<file path="config.mk">
export PLATFORM = sky130hd
export DESIGN_NAME = key_serializer
export DESIGN_NICKNAME = d
export VERILOG_FILES = /design/src/rtl/key_serializer.sv
export SDC_FILE = /design/constraint.sdc
export NUM_CORES = 1
export LEC_CHECK = 0
export ABC_CLOCK_PERIOD_IN_PS = 2700
export CAP_MARGIN = 30
export CORE_ASPECT_RATIO = 0.8
export CORE_MARGIN = 5
export CORE_UTILIZATION = 40
export DETAILED_ROUTE_END_ITERATION = 10
export PLACE_DENSITY_LB_ADDON = 0.08
export SKIP_CTS_REPAIR_TIMING = 1
export SLEW_MARGIN = 20
export SYNTH_ARGS = -nofsm -noshare
export SYNTH_HDL_FRONTEND = slang
export SYNTH_SLANG_ARGS = --single-unit
</file>
<file path="constraint.sdc">
create_clock -name CLK -period 2.7 [get_ports CLK]
set_input_delay 0.405 -clock CLK [delete_from_list [all_inputs] [get_ports CLK]]
set_output_delay 0.405 -clock CLK [all_outputs]
set_load 0.05 [all_outputs]
</file>
<file path="src/rtl/key_serializer.sv">
// Purpose : queues 48-bit candidate keys in a small FIFO and shifts each out MSB first, one bit per KEY_STB.
// Latency : a key accepted into an empty FIFO while idle is popped one edge later; its first bit is valid from that edge.
// Backpressure: KEY_IN_READY drops when the FIFO is full or the search is done; KEY_STB low holds the current bit.
//
// Ports:
//   CLK, RESETn               clock, asynchronous active-low reset
//   KEY_IN/_VALID/_READY      candidate key input with valid/ready handshake
//   SEARCH_DONE               single-cycle pulse: no more keys will come
//   KEY_STB                   consumer bit strobe
//   KEY_DATA/_VALID/_FIRST    serial output bit, valid flag, first-bit-of-frame flag
//   KEY_COUNT                 saturating count of frames fully shifted out
//   DONE                      search finished and all accepted keys shifted out
module key_serializer #(
   parameter int DEPTH = 4
) (
   input  logic        CLK,
   input  logic        RESETn,
   input  logic [47:0] KEY_IN,
   input  logic        KEY_IN_VALID,
   output logic        KEY_IN_READY,
   input  logic        SEARCH_DONE,
   input  logic        KEY_STB,
   output logic        KEY_DATA,
   output logic        KEY_VALID,
   output logic        KEY_FIRST,
   output logic [15:0] KEY_COUNT,
   output logic        DONE
);

   localparam int AW = $clog2(DEPTH);

   typedef enum logic [1:0] {
      IDLE     = 2'd0,
      SHIFT    = 2'd1,
      FINISHED = 2'd2
   } state_t;

   state_t      state;
   state_t      state_nxt;

   logic [47:0] mem [DEPTH];
   logic [AW:0] wr_ptr;
   logic [AW:0] rd_ptr;
   logic        fifo_full;
   logic        fifo_empty;
   logic        push;
   logic        pop;

   logic [47:0] shift_reg;
   logic [5:0]  bit_cnt;
   logic        last_bit;
   logic        search_done_seen;
   // Holds READY low until the first edge after reset release.
   logic        running;

   // Same index with differing wrap bits means the write pointer lapped the read pointer.
   assign fifo_full  = (wr_ptr[AW] != rd_ptr[AW]) && (wr_ptr[AW-1:0] == rd_ptr[AW-1:0]);
   assign fifo_empty = (wr_ptr == rd_ptr);

   // Registered full only: a pop this cycle does not reopen READY until the next cycle.
   assign KEY_IN_READY = running && !fifo_full && !search_done_seen;
   assign push         = KEY_IN_VALID && KEY_IN_READY;

   assign last_bit = (state == SHIFT) && KEY_STB && (bit_cnt == 6'd47);
   // Pop from idle, or back-to-back on the final strobe of a frame so there is no gap cycle.
   assign pop      = !fifo_empty && ((state == IDLE) || last_bit);

   // State register
   always_ff @(posedge CLK or negedge RESETn) begin
      if (!RESETn) begin
         state <= IDLE;
      end else begin
         state <= state_nxt;
      end
   end

   // Next-state logic
   always_comb begin
      state_nxt = state;
      case (state)
         IDLE: begin
            if (!fifo_empty) begin
               state_nxt = SHIFT;
            end else if (search_done_seen) begin
               state_nxt = FINISHED;
            end
         end
         SHIFT: begin
            if (last_bit && fifo_empty) begin
               state_nxt = IDLE;
            end
         end
         FINISHED: state_nxt = FINISHED;
         default:  state_nxt = IDLE;
      endcase
   end

   // Output logic
   always_comb begin
      KEY_VALID = (state == SHIFT);
      KEY_DATA  = (state == SHIFT) && shift_reg[47];
      KEY_FIRST = (state == SHIFT) && (bit_cnt == 6'd0);
      DONE      = (state == FINISHED);
   end

   // FIFO storage; contents are don't-care while the pointers say empty.
   always_ff @(posedge CLK) begin
      if (push) begin
         mem[wr_ptr[AW-1:0]] <= KEY_IN;
      end
   end

   always_ff @(posedge CLK or negedge RESETn) begin
      if (!RESETn) begin
         wr_ptr           <= '0;
         rd_ptr           <= '0;
         running          <= 1'b0;
         search_done_seen <= 1'b0;
      end else begin
         running <= 1'b1;
         if (push) begin
            wr_ptr <= wr_ptr + {{AW{1'b0}}, 1'b1};
         end
         if (pop) begin
            rd_ptr <= rd_ptr + {{AW{1'b0}}, 1'b1};
         end
         if (SEARCH_DONE) begin
            search_done_seen <= 1'b1;
         end
      end
   end

   // Shift datapath and frame counter
   always_ff @(posedge CLK or negedge RESETn) begin
      if (!RESETn) begin
         shift_reg <= '0;
         bit_cnt   <= '0;
         KEY_COUNT <= '0;
      end else begin
         if (pop) begin
            shift_reg <= mem[rd_ptr[AW-1:0]];
            bit_cnt   <= '0;
         end else if (last_bit) begin
            shift_reg <= '0;
            bit_cnt   <= '0;
         end else if ((state == SHIFT) && KEY_STB) begin
            shift_reg <= {shift_reg[46:0], 1'b0};
            bit_cnt   <= bit_cnt + 6'd1;
         end
         if (last_bit && (KEY_COUNT != 16'hFFFF)) begin
            KEY_COUNT <= KEY_COUNT + 16'd1;
         end
      end
   end

endmodule

</file>
Word level (Yosys, flattened, before mapping)
Memory sizes are Yosys's and may differ from the RTL's.
Cells that the tools add are included.
- word-level logic and storage cells: 53
- bits of input ports: 53
- output and inout bits: 21
- memories: 1
- register bits: 80
- bits in writable memories: 192
- multiplexer cells: 12
- eq/ne operators: 9
- reductions and logical operators: 19
- add/sub/neg operators: 4
- memories (memory ; words ; width ; rd ports ; clocked after Yosys merged registers in ; write ports ; RTL line ; RTL):
    mem ; 4 ; 48 ; 1 ; 0 ; 1 ; 41 ; logic [47:0] mem [DEPTH];
- operators with widths (cell ; number):
    $mux 48 ; 3
    $mux 6 ; 3
    $add 16x1->16 const B ; 1
    $ne 16x16->1 const B ; 1
    $logic_and 1x1->1 ; 11
    $add 3x1->3 const B ; 2
    $add 6x1->6 const B ; 1
    $eq 6x6->1 const B ; 1
    $logic_not 6->1 ; 1
    $mux 2 ; 3
    $pmux 2 s3 ; 1
    $eq 3x3->1 ; 1
    $logic_not 1->1 ; 3
    $ne 3x3->1 const B ; 1
    $reduce_bool 3->1 ; 1
    $eq 2x1->1 const B ; 1
    $eq 2x2->1 ; 1
    $eq 2x2->1 const B ; 1
    $logic_not 2->1 ; 1
    $mux 1 ; 2
    $ne 2x1->1 const B ; 1
    $reduce_and 2->1 ; 1
    $logic_or 1x1->1 ; 1
    $ne 1x1->1 ; 1

Logic depth before layout (Yosys ltp)
Gate-level depths: netlist of the first run.
- depth in word-level cells: 8
- mapped depth: 7

Worst setup path before layout of the first run
OpenSTA, ideal clock, no wires.
- path kind: flip-flop to flip-flop
- start: reg rd_ptr[0]
- end: mem mem[3][0] (enable)
- path slack: -0.183 ns
- stages on the path, launching flop included: 6
- data arrival time: 2.471 ns
- setup time: 0.412 ns
- cell sequence: dfrtp_1 buf_4 buf_6 xnor2_1 a311oi_2 and2_1
- longest elaborated chain between the ends: 8
- ends and longest elaborated chain (item ; RTL line ; RTL):
    from (decl) ; 43 ; logic [AW:0] rd_ptr;
    from (signal assigned) ; 125 ; rd_ptr <= rd_ptr + {{AW{1'b0}}, 1'b1};
    $eq 2x2->1 ; 57 ; assign fifo_full = (wr_ptr[AW] != rd_ptr[AW]) && (wr_ptr[AW-1:0] == rd_ptr[AW-1:0]);
    $logic_and 1x1->1 ; 57 ;
    $logic_not 1->1 ; 61 ; assign KEY_IN_READY = running && !fifo_full && !search_done_seen;
    $logic_and 1x1->1 (2 in a row) ; 61 ;
    $logic_and 1x1->1 ; 62 ; assign push = KEY_IN_VALID && KEY_IN_READY;
    $mux 1 ; 108 ; if (push) begin
    $mux 1 (not written as such) ; 109 ; mem[wr_ptr[AW-1:0]] <= KEY_IN;
    to (decl) ; 41 ;
Every way passes these cells.

Final worst setup path of the first run
- start: reg state[1]
- end: out DONE
- longest elaborated chain between the ends: 1
- ends and longest elaborated chain (item ; RTL line ; RTL):
    from (decl) ; 38 ; state_t state;
    from (signal assigned) ; 73 ; state <= state_nxt;
    $eq 2x2->1 ; 103 ; DONE = (state == FINISHED);
    to (decl) ; 27 ; output logic DONE
Every way passes these cells.

==> run metrics, run 1 <==
Critical Path Source=state[1]; antenna violations before repair=0; Post-DP Area=12,200 um2; Leakage=~4.6 nW; worst reg-to-reg setup slack=around 0.5 ns; final worst slack=0.304 ns; Vias=~5,700; Antenna Cells=0; Final Setup Violations=0; Via-to-Cell Ratio=around 5.4; Post-synth ARST share=29.4%; fin cells=1,057; Placed Instances=1,004; vias in the first global route=6,049; IO buf count=73; die area=30,500 um2; crit path kind=register to output pin; crit path capture type=output pin; clk buf depth=3; layout cell share with drive strength beyond 1=approximately 18%; Final Hold Fails=0; CTS tree=built; P&R area growth vs syn=20.5%; max-cap viol count=0; worst skew pair latency=between 0.5 and 0.6 ns; crit path max fanout=7; Clock power frac=~36%; Mean Syn Cell Area=18.5 um2; final instance area=13,100 um2; largest net degree at the start of global routing=50; Root Buffer=clkbuf_16; critical path arrival=1.99 ns; Power, Total=approximately 10 mW; Synth cell types=50; PD cells=763 nW/um2; Seq/Total Area, Yosys=71.7%; nets=between 700 and 800; slew margin rel.=52.1%; Max VDD drop=0.494 mV; crit path launch type=register; global-route wire length before repair=roughly 35,000 um; HP Class=input pin to asynchronous set/reset pin; Post-Syn Area=10,800 um2; Die Wd=194 um; Synth Net Count=647; H-tree depth=1; Clock Skew=0.0262 ns; IO Pins=74; status=finished, final reports clean; TritonCTS buffer count=28; CTS Sinks=around 270; Post-DRT Antenna Nets=0; GR Util All Layers=14.5%; Core Region=about 26,000 um2; 1st-iter DRT viols=285; Wirelength per Cell=20.8 um; r2r startpoint=rd_ptr[0]; die height=157 um; total congestion overflow=0; Clock transition at path regs=0.06 ns; sequential share of power=between 50% and 60%; post-place setup slack=0.413 ns; CP endpoint=DONE; row cnt=53; Tcrit/Tclk final=88.8%; sw frac=a little under a quarter; Mapped Cells=586; DRC Markers=0; internal power=~7.6 mW; max FFs per register=192; RSZ-0062 raised after global routing=false; P_sw=2.36 mW; WP data required=2.30 ns; Synthesis Warnings=0; Filler cells=approximately 2,200; Comb power frac=13.6%; DP HPWL=13,200 um; Worst R2R Path Depth=4; flops & latches, synth=272; final core utilization=49.3%; drt pass-1 iters=5; worst reg2reg endpoint=mem[1][44]; Top FF cell, synth=edfxtp_1; Pins Over Slew Limit=0; Tmin final=between 2 and 2.5 ns; Worst-Margin Slew=0.718 ns; GP Congestion=0.804; final wirelength=22,000 um; Post-synth EDFFs=roughly 190; initial core utilization=between 40 and 50%; maximum clock rate=0.417 GHz
## final cells by class
cell class	count	area [um2]	area share (%)
clock inverters	6	62.6	0.479
repair buffers	96	1060	8.11
flip-flops and latches	272	7770	59.5
clock buffers	46	798	6.12
inverters	5	18.8	0.144
well taps	357	447	3.42
multi-input cells	275	2900	22.2
## power groups by stage
stage                     logic, mW  registers, mW  clock network (mW)
after detailed placement       1.38           5.08                   0
after global placement         1.35           5.08                   0
after global routing           1.48           5.04                3.88
after CTS                      1.38           5.00                3.72
after floorplan               0.992           4.99                   0
final                          1.35           5.01                3.60
## worst min-delay path by stage
stage,start,endpoint
global placement,RESETn,search_done_seen
floorplan,RESETn,KEY_COUNT[0]
CTS,RESETn,search_done_seen
detailed placement,RESETn,search_done_seen
finish,RESETn,search_done_seen
global route,RESETn,KEY_COUNT[15]
## synth_stat cells, types with 2 or more instances
| library cell | number | area, um2 |
|---|---|---|
| a211oi_1 | 2 | 15.0 |
| a21oi_1 | 6 | 30.0 |
| a221o_1 | 47 | 470 |
| a31oi_1 | 2 | 12.5 |
| and2_1 | 8 | 50.1 |
| and3_1 | 3 | 18.8 |
| and4_1 | 3 | 26.3 |
| and4b_1 | 2 | 20.0 |
| buf_2 | 15 | 75.1 |
| buf_4 | 3 | 22.5 |
| buf_6 | 3 | 33.8 |
| clkbuf_1 | 12 | 45.0 |
| dfrtp_1 | 80 | 2000 |
| edfxtp_1 | 192 | 5770 |
| ha_1 | 8 | 100 |
| inv_1 | 5 | 18.8 |
| mux2_2 | 2 | 22.5 |
| mux4_2 | 48 | 1080 |
| nand2_1 | 11 | 41.3 |
| nand3_1 | 9 | 45.0 |
| nand4_1 | 10 | 62.6 |
| nand4b_1 | 2 | 17.5 |
| nor2_1 | 12 | 45.0 |
| nor2_2 | 2 | 12.5 |
| nor2b_1 | 2 | 12.5 |
| nor3_1 | 2 | 10.0 |
| nor3b_1 | 48 | 360 |
| nor4b_1 | 2 | 17.5 |
| o21ai_0 | 2 | 10.0 |
| xnor2_1 | 12 | 105 |
| xor2_1 | 12 | 105 |
## cells in the final DEF (no fill, tap or decap), drive strengths merged, types with 10 or more instances in the layout
cell type / synthesis / routed
buf: 22 / 24
nand4: 10 / 10
edfxtp: 192 / 192
nor2: 14 / 14
mux4: 48 / 48
nand2: 11 / 11
xor2: 13 / 13
clkdlybuf4s50: 0 / 68
clkbuf: 12 / 46
dfrtp: 80 / 80
nor3b: 49 / 49
a221o: 47 / 47
xnor2: 12 / 12
## critical path, stage by stage, from the launching register on
cell and delay, ns:
dfrtp_1 0.43, nor2b_1 0.21, clkdlybuf4s50_1 0.83
## through the flow
step / setup TNS, ns / hold slack (ns)
2_1_floorplan: 0 / 0.109
3_5_place_dp: 0 / 0.398
5_1_grt: 0 / 0.421
4_1_cts: -0.0992 / -0.170
6_report: 0 / 0.377
3_3_place_gp: 0 / 0.391
## logic make-up (layout without fill, tap and decap cells)
group	after synthesis	in the layout	synth area share [%]
other	1	1	0.0346
and+or+nand+nor	125	125	7.53
muxes	51	51	10.3
xor gates and xnor gates	25	25	2.09
buffers and inverters	39	153	1.84
AOI/OAI and AO/OA	65	65	5.61
adders and majority gates	8	8	0.924
DFF	272	272	71.7
## per-layer routing
metal / vias up / share of wire [%] / GRT usage [%]
met2: 116 / 47 / 23.3
li1: 2562 / - / -
met5: - / 0 / 0
met3: 30 / 4.4 / 2.67
met1: 2950 / 47 / 21.0
met4: 0 / 1.8 / 3.18
Power figures use the tool's default switching activity.
==> run 2, diff against run 1 <==
- CTS_BUF_LIST: not set -> sky130_fd_sc_hd__clkbuf_4 sky130_fd_sc_hd__clkbuf_8
==> run metrics, run 2 (synthesis gave the netlist of run 1 again) <==
sequential share of power=51.0%; IO buf count=73; Via-to-Cell Ratio=5.28; HP Class=input pin to asynchronous set/reset pin; final core utilization=49.3%; slowest cell on the critical path=clkdlybuf4s50_1; maximum clock rate=~0.42 GHz; TritonCTS buffer count=44; Post-DRT Antenna Nets=0; Final Hold Fails=0; Tcrit/Tclk final=89.0%; GR Util All Layers=~15%; CTS tree=built; vias in the first global route=6,216; Filler cells=roughly 2,200; CP Cell Sequence=nor2b_1 > clkdlybuf4s50_1; CP endpoint=DONE; Tmin final=2.40 ns; worst reg-to-reg setup slack=around 0.5 ns; most frequent cells in the layout=edfxtp_1, dfrtp_1, clkdlybuf4s50_1; Antenna Cells=0; Crit path buffers/inverters=1; Die Wd=~190 um; Wirelength per Cell=20.7 um; max FFs per register=192; IO Pins=74; CTS Sinks=272; Core Region=26,500 um2; delay-heaviest family, CP=buffers and inverters; Final TNS setup=0 ns; Worst R2R Path Depth=4; crit path max fanout=7; 1st-iter DRT viols=between 300 and 400; slew margin rel.=roughly 52%; DRC Markers=0; worst skew pair latency=0.55 ns; worst reg2reg endpoint=mem[1][2]; crit path kind=register to output pin; clk buf depth=3; drt pass-1 iters=4; Clock power frac=35.2%; PD cells=752 nW/um2; nets=about 760; P&R area growth vs syn=20.5%; global-route wire length before repair=35,800 um; internal power=about 7.4 mW; Max stage delay on crit path=0.82 ns; r2r startpoint=rd_ptr[0]; die height=about 160 um; commonest non-fill, non-tap cell in the layout=edfxtp_1; Final Setup Violations=0; Pins Over Slew Limit=0; Comb power frac=13.7%; Vias=5,732; WP data required=2.30 ns; total congestion overflow=0; total stage count of the critical path=2; critical path arrival=2.00 ns; final wirelength=22,400 um; H-tree depth=2; Root Buffer=clkbuf_8; footprint of the multi-input gates=2900 um2; status=finished, final reports clean; die area=30,500 um2; crit path launch type=register; Leakage=4.61 nW; sw frac=24.8%; Clock transition at path regs=~0.060 ns; initial core utilization=between 40% and 50%; Clock Skew=roughly 0.018 ns; RSZ-0062 raised after global routing=false; layout cell share with drive strength beyond 1=22.5%; Worst-Margin Slew=just over 0.7 ns; P_sw=2.44 mW; Reg area=7770 um2; crit path capture type=output pin; GP Congestion=0.804; antenna violations before repair=0; Critical Path Source=state[1]; row cnt=53; DP HPWL=13,200 um; hold_ws=around 0.36 ns; Max VDD drop=0.426 mV; largest net degree at the start of global routing=50; max-cap viol count=0
run 2: area by class of cell:
type | count | share of cell area (%)
flip-flops and latches | 272 | 59.5
multi-input cells | 275 | 22.2
repair buffers | 96 | 8.11
clock buffers | 66 | 6.09
well taps | 357 | 3.42
clock inverters | 15 | 0.537
inverters | 5 | 0.144
run 2: power by group through the flow:
stage / registers, mW / clock network (mW) / logic [mW]
5_1_grt: 5.04 / 3.78 / 1.48
3_5_place_dp: 5.08 / 0 / 1.38
4_1_cts: 5.01 / 3.60 / 1.38
6_report: 5.01 / 3.46 / 1.35
2_1_floorplan: 4.99 / 0 / 0.992
3_3_place_gp: 5.08 / 0 / 1.35
run 2: how the worst min path moves through the flow:
stage | start | to | cells after the start
after floorplan | RESETn | KEY_COUNT[0] | 0
after global placement | RESETn | search_done_seen | 1
after detailed placement | RESETn | search_done_seen | 1
after CTS | RESETn | search_done_seen | 1
after global routing | RESETn | KEY_COUNT[15] | 2
final | RESETn | search_done_seen | 2
run 2: metal layers:
metal,vias up,global-route usage [%],part of all wire (%)
met2,135,23.1,45
met5,-,0,0
li1,2605,-,-
met4,0,4.52,1.8
met3,35,3.40,5.1
met1,2957,21.2,48
run 2: through the flow:
| stage | instances | area (um2) | total power, mW | worst slack [ns] |
|---|---|---|---|---|
| 2_1_floorplan | 586 | 10800 | 5.98 | 0.334 |
| 3_3_place_gp | 1004 | 12200 | 6.43 | 0.420 |
| 3_5_place_dp | 1004 | 12200 | 6.45 | 0.413 |
| 4_1_cts | 1085 | 13000 | 9.98 | -0.121 |
| 5_1_grt | 1086 | 13100 | 10.3 | 0.142 |
| 6_report | 1086 | 13100 | 9.81 | 0.297 |
==> run 3, diff against run 2 <==
- TNS_END_PERCENT: not set -> 10
==> run metrics, run 3 (synthesis gave the netlist of run 1 again) <==
status=finished, final reports clean; drt pass-1 iters=5; HP Class=input pin to asynchronous set/reset pin; Post-DP Area=12,200 um2; sw frac=24.2%; global-route wire length before repair=35,000 um; vias in the first global route=6,083; Final Setup Violations=0; Leakage=4.64 nW; Tcrit/Tclk final=roughly nine tenths; delay-heaviest family, CP=simple AND/OR/NAND/NOR gates; Post-DRT Antenna Nets=0; Die Wd=just under 200 um; clk buf depth=3; initial core utilization=40.9%; crit path max fanout=7; PD cells=759 nW/um2; nets=757; WP data required=2.30 ns; Vias=between 5,000 and 6,000; Worst-Margin Slew=0.648 ns; DP HPWL=13,200 um; Pins Over Slew Limit=0; antenna violations before repair=0; IO Pins=74; IO buf count=73; TritonCTS buffer count=45; Filler cells=2,172; layout cell share with drive strength beyond 1=23.4%; final instance area=about 13,000 um2; Tmin final=2.43 ns; crit path kind=register to output pin; Via-to-Cell Ratio=5.31; Core Region=26,500 um2; worst skew pair latency=0.54 ns; most frequent cells in the layout=edfxtp_1, dfrtp_1, clkdlybuf4s50_1, clkbuf_8; Crit path buffers/inverters=1; critical path arrival=2.02 ns; row cnt=53; Clock transition at path regs=0.06 ns; GP Congestion=0.814; commonest non-fill, non-tap cell in the layout=edfxtp_1; Comb power frac=13.3%; final wirelength=about 22,000 um; die height=157 um; final core utilization=49.6%; crit path capture type=output pin; Antenna Cells=0; Root Buffer=clkbuf_8; P&R area growth vs syn=21.1%; Clock Skew=0.0146 ns; DRC Markers=0; Final Hold Fails=0; max-cap viol count=0; GR Util All Layers=14.5%; Clock power frac=36.2%; P_sw=2.41 mW; slew margin rel.=a little under three fifths; internal power=7.55 mW; total congestion overflow=0; die area=between 30,000 and 40,000 um2; largest net degree at the start of global routing=45; H-tree depth=2; crit path launch type=register; max FFs per register=192; RSZ-0062 raised after global routing=false; CTS Sinks=272; Wirelength per Cell=20.2 um; Max VDD drop=0.397 mV; sequential share of power=50.5%; slowest cell on the critical path=dfrtp_1; CTS tree=built; CP Cell Sequence=nor2b_1 > and4_1 > dlymetal6s2s_1; maximum clock rate=0.412 GHz; Max stage delay on crit path=0.44 ns; 1st-iter DRT viols=roughly 370
==> run 3: cell types whose count changed in the layout (fill, tap and decap cells not counted) <==
cell        previous run  this run
buf_4                 12        13
clkbuf_4              18        24
clkbuf_8              48        51
clkinv_1               8         2
clkinv_2               5         1
clkinvlp_4             2         1
inv_6                  0         2
==> run 3: layout make-up <==
class / count / area [um2] / share of cell area, %
sequential: 272 / 7770 / 59.2
multi-input combinational: 275 / 2900 / 22.1
timing repair buffer: 97 / 1070 / 8.13
clock buffer: 75 / 882 / 6.72
tap: 357 / 447 / 3.40
clock inverter: 6 / 37.5 / 0.286
inverter: 5 / 18.8 / 0.143
==> run 3: path summary, 6_finish.rpt <==
path / startpoint / end / slack (ns) / depth (start not counted)
worst max-delay path: state[0] / KEY_FIRST / 0.27 / 3
worst max register to register: rd_ptr[0] / mem[2][22] / 0.49 / 4
max in group asynchronous: RESETn / shift_reg[14] / 1.59 / 3
min in group CLK: SEARCH_DONE / search_done_seen / 0.45 / 2
worst min register to register: shift_reg[23] / shift_reg[24] / 0.50 / 1
worst min-delay path: RESETn / bit_cnt[2] / 0.42 / 2
==> run 3: worst register-to-register path, cell delays in order, from the launching register on <==
cell and delay (ns):
dfrtp_4 0.63, xnor2_1 0.21, a311oi_2 0.52, and2_2 0.30, buf_12 0.23
==> run 3: per-layer routing <==
metal | vias to the layer above | share of wire, % | GRT usage, %
li1 | 2610 | - | -
met1 | 3012 | 48 | 20.8
met2 | 130 | 46 | 22.5
met3 | 25 | 4.3 | 3.15
met4 | 0 | 1.4 | 4.15
met5 | - | 0 | 0
==> run 3: power by group through the flow <==
stage	clock network, mW	registers (mW)	logic (mW)
final	3.61	5.03	1.33
after global routing	3.94	5.07	1.45
after CTS	3.75	5.03	1.36
after detailed placement	0	5.10	1.36
after global placement	0	5.10	1.32
after floorplan	0	4.99	0.992
==> run 3: per-stage QoR <==
| step | hold WS [ns] | setup WS [ns] | std cells | TNS [ns] | total power [mW] |
|---|---|---|---|---|---|
| detailed placement | 0.468 | 0.406 | 1005 | 0 | 6.45 |
| finish | 0.416 | 0.273 | 1087 | 0 | 9.96 |
| CTS | -0.133 | -0.171 | 1086 | -0.236 | 10.1 |
| floorplan | 0.109 | -0.152 | 586 | -21.82 | 5.98 |
| global placement | 0.464 | 0.449 | 1005 | 0 | 6.42 |
| global route | 0.433 | 0.162 | 1087 | 0 | 10.5 |
